## src/rtl/data_mem_pkg.sv

```systemverilog
// Shared types and default widths for the data-memory access path.
package data_mem_pkg;

    localparam int unsigned DEFAULT_DATA_W       = 8;
    localparam int unsigned DEFAULT_D_ADDR_WIDTH = 12;

    typedef enum logic [2:0] {
        IDLE  = 3'd0,
        REQ   = 3'd1,
        RDATA = 3'd2,
        DONE  = 3'd3,
        ERR   = 3'd4
    } dmau_state_e;

    typedef enum logic {
        OP_LOAD  = 1'b0,
        OP_STORE = 1'b1
    } mem_op_e;

endpackage

```

## src/rtl/dmem_timeout_counter.sv

```systemverilog
// Wait-state watchdog: counts enabled cycles after a clear and flags when LIMIT-1 is reached.
module dmem_timeout_counter #(
    parameter int unsigned LIMIT = 64
) (
    input  logic clk,
    input  logic reset,
    input  logic clear_i,
    input  logic enable_i,
    output logic expired_c
);

    localparam int unsigned CNT_W = $clog2(LIMIT);

    logic [CNT_W-1:0] cnt_q, cnt_d;

    // Saturate at the limit so a late exit event never sees a wrapped count.
    always_comb begin
        cnt_d = cnt_q;
        if (clear_i) begin
            cnt_d = '0;
        end else if (enable_i && !expired_c) begin
            cnt_d = cnt_q + CNT_W'(1);
        end
    end

    always_ff @(posedge clk) begin
        if (reset) begin
            cnt_q <= '0;
        end else begin
            cnt_q <= cnt_d;
        end
    end

    assign expired_c = (cnt_q == CNT_W'(LIMIT - 1));

endmodule

```

## src/rtl/data_mem_access_unit.sv

```systemverilog
// Load/store sequencer: one outstanding req/gnt/rvalid access to data memory with a timeout abort.
module data_mem_access_unit
    import data_mem_pkg::*;
#(
    parameter int unsigned DATA_W         = DEFAULT_DATA_W,
    parameter int unsigned D_ADDR_WIDTH   = DEFAULT_D_ADDR_WIDTH,
    parameter int unsigned TIMEOUT_CYCLES = 64
) (
    input  logic                    clk,
    input  logic                    reset,
    input  logic                    start_load,
    input  logic                    start_store,
    input  logic [D_ADDR_WIDTH-1:0] dmar,
    input  logic [DATA_W-1:0]       acc_out,
    output logic                    busy,
    output logic                    done,
    output logic                    access_err,
    output logic [DATA_W-1:0]       acc_load_data,
    output logic                    acc_load_we,
    output logic                    mem_req,
    output logic                    mem_we,
    output logic [D_ADDR_WIDTH-1:0] mem_addr,
    output logic [DATA_W-1:0]       mem_wdata,
    input  logic                    mem_gnt,
    input  logic                    mem_rvalid,
    input  logic [DATA_W-1:0]       mem_rdata
);

    dmau_state_e             state_q, state_d;
    mem_op_e                 op_q, op_d;
    logic [D_ADDR_WIDTH-1:0] addr_q, addr_d;
    logic [DATA_W-1:0]       wdata_q, wdata_d;
    logic [DATA_W-1:0]       rdata_q, rdata_d;
    logic                    busy_q, busy_d;
    logic                    done_q, done_d;
    logic                    err_q, err_d;
    logic                    load_we_q, load_we_d;
    logic                    req_q, req_d;
    logic                    we_q, we_d;
    logic                    cnt_clear_c, cnt_en_c, expired_c;

    dmem_timeout_counter #(
        .LIMIT(TIMEOUT_CYCLES)
    ) u_timeout (
        .clk      (clk),
        .reset    (reset),
        .clear_i  (cnt_clear_c),
        .enable_i (cnt_en_c),
        .expired_c(expired_c)
    );

    // Next-state and output decode; outputs are registered from the next state.
    always_comb begin
        state_d = state_q;
        op_d    = op_q;
        addr_d  = addr_q;
        wdata_d = wdata_q;
        rdata_d = rdata_q;

        unique case (state_q)
            IDLE: begin
                if (start_load || start_store) begin
                    op_d    = start_load ? OP_LOAD : OP_STORE;
                    addr_d  = dmar;
                    wdata_d = acc_out;
                    state_d = REQ;
                end
            end
            REQ: begin
                if (mem_gnt) begin
                    state_d = (op_q == OP_STORE) ? DONE : RDATA;
                end else if (expired_c) begin
                    state_d = ERR;
                end
            end
            RDATA: begin
                if (mem_rvalid) begin
                    rdata_d = mem_rdata;
                    state_d = DONE;
                end else if (expired_c) begin
                    state_d = ERR;
                end
            end
            DONE:    state_d = IDLE;
            ERR:     state_d = IDLE;
            default: state_d = IDLE;
        endcase

        cnt_clear_c = (state_d != state_q);
        cnt_en_c    = (state_q == REQ) || (state_q == RDATA);

        busy_d    = (state_d == REQ) || (state_d == RDATA);
        done_d    = (state_d == DONE);
        err_d     = (state_d == ERR);
        load_we_d = (state_d == DONE) && (op_d == OP_LOAD);
        req_d     = (state_d == REQ);
        we_d      = (state_d == REQ) && (op_d == OP_STORE);
    end

    always_ff @(posedge clk) begin
        if (reset) begin
            state_q   <= IDLE;
            op_q      <= OP_LOAD;
            addr_q    <= '0;
            wdata_q   <= '0;
            rdata_q   <= '0;
            busy_q    <= 1'b0;
            done_q    <= 1'b0;
            err_q     <= 1'b0;
            load_we_q <= 1'b0;
            req_q     <= 1'b0;
            we_q      <= 1'b0;
        end else begin
            state_q   <= state_d;
            op_q      <= op_d;
            addr_q    <= addr_d;
            wdata_q   <= wdata_d;
            rdata_q   <= rdata_d;
            busy_q    <= busy_d;
            done_q    <= done_d;
            err_q     <= err_d;
            load_we_q <= load_we_d;
            req_q     <= req_d;
            we_q      <= we_d;
        end
    end

    assign busy          = busy_q;
    assign done          = done_q;
    assign access_err    = err_q;
    assign acc_load_data = rdata_q;
    assign acc_load_we   = load_we_q;
    assign mem_req       = req_q;
    assign mem_we        = we_q;
    assign mem_addr      = addr_q;
    assign mem_wdata     = wdata_q;

endmodule
```

## config.mk

```make
export PLATFORM = sky130hd
export DESIGN_NAME = data_mem_access_unit
export DESIGN_NICKNAME = d
export VERILOG_FILES = /design/src/rtl/data_mem_pkg.sv /design/src/rtl/dmem_timeout_counter.sv /design/src/rtl/data_mem_access_unit.sv
export SDC_FILE = /design/constraint.sdc
export NUM_CORES = 1
export LEC_CHECK = 0
export CORE_UTILIZATION = 38
export DETAILED_ROUTE_END_ITERATION = 12
export HOLD_SLACK_MARGIN = 0.1
export PLACE_DENSITY_LB_ADDON = 0.3
export SLEW_MARGIN = 20
export SYNTH_ARGS = -nofsm -noshare
export SYNTH_HDL_FRONTEND = slang
export SYNTH_SLANG_ARGS = --single-unit
```

## constraint.sdc

```tcl
create_clock -name clk -period 1.7 [get_ports clk]
set_input_delay 0.425 -clock clk [delete_from_list [all_inputs] [get_ports clk]]
set_output_delay 0.425 -clock clk [all_outputs]
set_load 0.01 [all_outputs]
```

==> impl_metrics.tcl <==
set metrics [dict create \
    clk_pin_slew_ps 80 \
    cts_buffer_depth 2 \
    fin_skew_ps 3.80 \
    place_ws_ps -217 \
    whs_ps 454 \
    grt_max_degree 33 \
    grt_usage 0.164 \
    core_sq_um 4350 \
    p_comb_frac 0.248 \
    seqPwrFrac 0.452 \
    fin_nets 314 \
    max_cap_violations 0 \
    die_w_microns 69.3 \
    cts_buffers 5 \
    gp_congestion 0.723 \
    start_kind "input port" \
    p_sw_w 0.000666 \
    detailed_place_hpwl_microns 2760 \
    syn_inst 197 \
    ys_seq_elements 44 \
    synth_cell_type_count 36 \
    syn_avg_cell_area_sq_um 8.73 \
    worstSkewPairLatency_ps 290 \
    cts.sinks 44 \
    final_util 0.616 \
    drt_pre_antenna_iters 4 \
    cts_root_buf "clkbuf_8" \
    p_per_area_nw_per_um2 960 \
    layout-drive-gt1-share 0.129 \
    swShare 0.259 \
    drc_errors 0 \
    cts_tree "yes" \
    crit_required_ps 1900 \
    critPathCaptureType "register" \
    htree_levels 2 \
    dr.first_iter.drc_count 89 \
    fp.dieH_microns 69.3 \
    post_drt_via_cell_ratio 4.79 \
    fmax_ghz 0.619 \
    final_cells 332 \
    cp_max_fo 6 \
    setup-violations-final 0 \
    final.period_utilization 0.950 \
    rows 24 \
    status "finished clean" \
    antenna_found_initial 0 \
    finalCriticalPeriod_ps 1620 \
    placedCellCount 324 \
    tns_ps 0 \
    grt_first_pass_wirelength_microns 6400 \
    p_leak_nw 1.03 \
    dieArea_sq_um 4800 \
    syn-cell-area_sq_um 1720 \
    cts_resized 0 \
    postCtsSetupBuffers 0 \
    grt_pass1_vias 1455 \
    ant_nets 0 \
    routedWlPerCell_microns 11.5 \
    finalHoldViolations 0 \
    routed_wl_microns 3820 \
    yosysSeqAreaShare 0.512 \
    ir_worst_vdd_mv 0.676 \
    worst_hold_path_type "register to register" \
    path_class "input port to register" \
    postLayoutSetupSlackWorst_ps 84.5 \
    p_clk_frac 0.300 \
    crit_arrival_ps 1820 \
    syn_nets 232 \
    io_pins 68 \
    areaGrowthSynthToFinish_pct 56.0 \
    vias 1590 \
    slew_headroom 0.747 \
    internal-power_w 0.00191 \
    initial_core_util 0.395 \
    worst_pin_slew_ps 377 \
    final_max_slew_viol_count 0 \
    port_buffers 67 \
    rsz0062_at_grt "false" \
    gr-total-overflow 0 \
    ys.warnings.count 0 \
    holdBufCountCts 0 \
    n_antenna_cell 0 \
]
final cells by class:
class,instances,area (sq um)
clock inverters,2,35.0
inverters,3,11.3
well taps,52,65.1
flip-flops and latches,44,883
fillers,402,1670
clock buffers,6,72.6
multi-input cells,141,803
repair buffers,84,811
registers in the layout (all words and copies together), names as in the netlist:
signal           count
op_q                 1
access_err           1
mem_we               1
acc_load_we          1
acc_load_data        8
u_timeout.cnt_q      6
mem_wdata            8
mem_req              1
done                 1
state_q              3
mem_addr            12
busy                 1
power groups by stage:
stage                     Clock (W)  Combinational, W  Sequential (W)
after detailed placement          0          0.000641         0.00119
final                      0.000773          0.000637         0.00116
after floorplan                   0          0.000281         0.00122
after CTS                  0.000796          0.000644         0.00116
after global routing       0.000841          0.000696         0.00118
after global placement            0          0.000634         0.00118
final timing paths:
check	start	end	slack (ps)	cells after the start
max reg2reg	u_timeout.cnt_q[0]	busy	130	6
max	mem_gnt	u_timeout.cnt_q[2]	80	6
min	mem_wdata[5]	mem_wdata[5]	450	2
min reg2reg	mem_wdata[5]	mem_wdata[5]	450	2
synth_stat cells, drive strengths merged:
cell type  instances  share of area
and3b              1         0.0058
a21o               2         0.0087
a21oi             24          0.072
and2               1         0.0036
xor2               2          0.010
inv                3         0.0065
nand4              1         0.0073
a211oi             1         0.0044
nor4               2         0.0073
and2b              1         0.0058
nand2b             1         0.0036
a311oi             2          0.020
nand3              3          0.012
nor2              23          0.056
buf                3         0.0080
clkbuf             6          0.013
xnor2              3          0.015
a22o               1         0.0051
nor3b              1         0.0073
a2bb2oi            1         0.0051
nor2b              3          0.011
o31a               1         0.0051
and3               2         0.0073
or3                1         0.0036
mux2i              9          0.052
o21ai              4          0.012
dfxtp             44           0.51
nand2             46           0.10
ha                 1         0.0073
nor3               4          0.012
stage by stage:
stage                     area (sq um)  power [W]
after floorplan                   1720    0.00150
after global placement            2560    0.00182
after detailed placement          2560    0.00183
after CTS                         2670    0.00260
after global routing              2680    0.00271
final                             2680    0.00257
cell families after synthesis:
logic type	after synthesis	synth area share
xor+xnor	5	0.0255
mux	9	0.0524
simple gates	90	0.242
flops	44	0.512
buf+inv	12	0.0277
compound gates	36	0.132
fa+ha+maj	1	0.00728
layout by cell type, fill, tap and decap left out, types with 3 or more instances in the layout:
cell              n
nor2_1           21
mux2i_1           9
a21oi_1          23
o21ai_0           3
dfxtp_1          42
nor3_1            4
xnor2_1           3
inv_1             3
buf_4            16
nor2b_1           3
clkdlybuf4s50_1  67
clkbuf_8          5
nand2_1          46
critical path, stage by stage:
cell and delay [ps]:
clkdlybuf4s50_1 460, and3b_2 230, a21oi_2 110, nor3b_2 190
nand3_2 170, a311oi_1 230
routing by layer:
metal  share of wire  up-vias  GRT usage
li1                -      821          -
met1            0.48      716      0.201
met2            0.44       49      0.268
met3           0.067        4     0.0567
met4          0.0086        0     0.0544
met5               0        -          0
No activity file was read; power rests on OpenSTA's default activity.
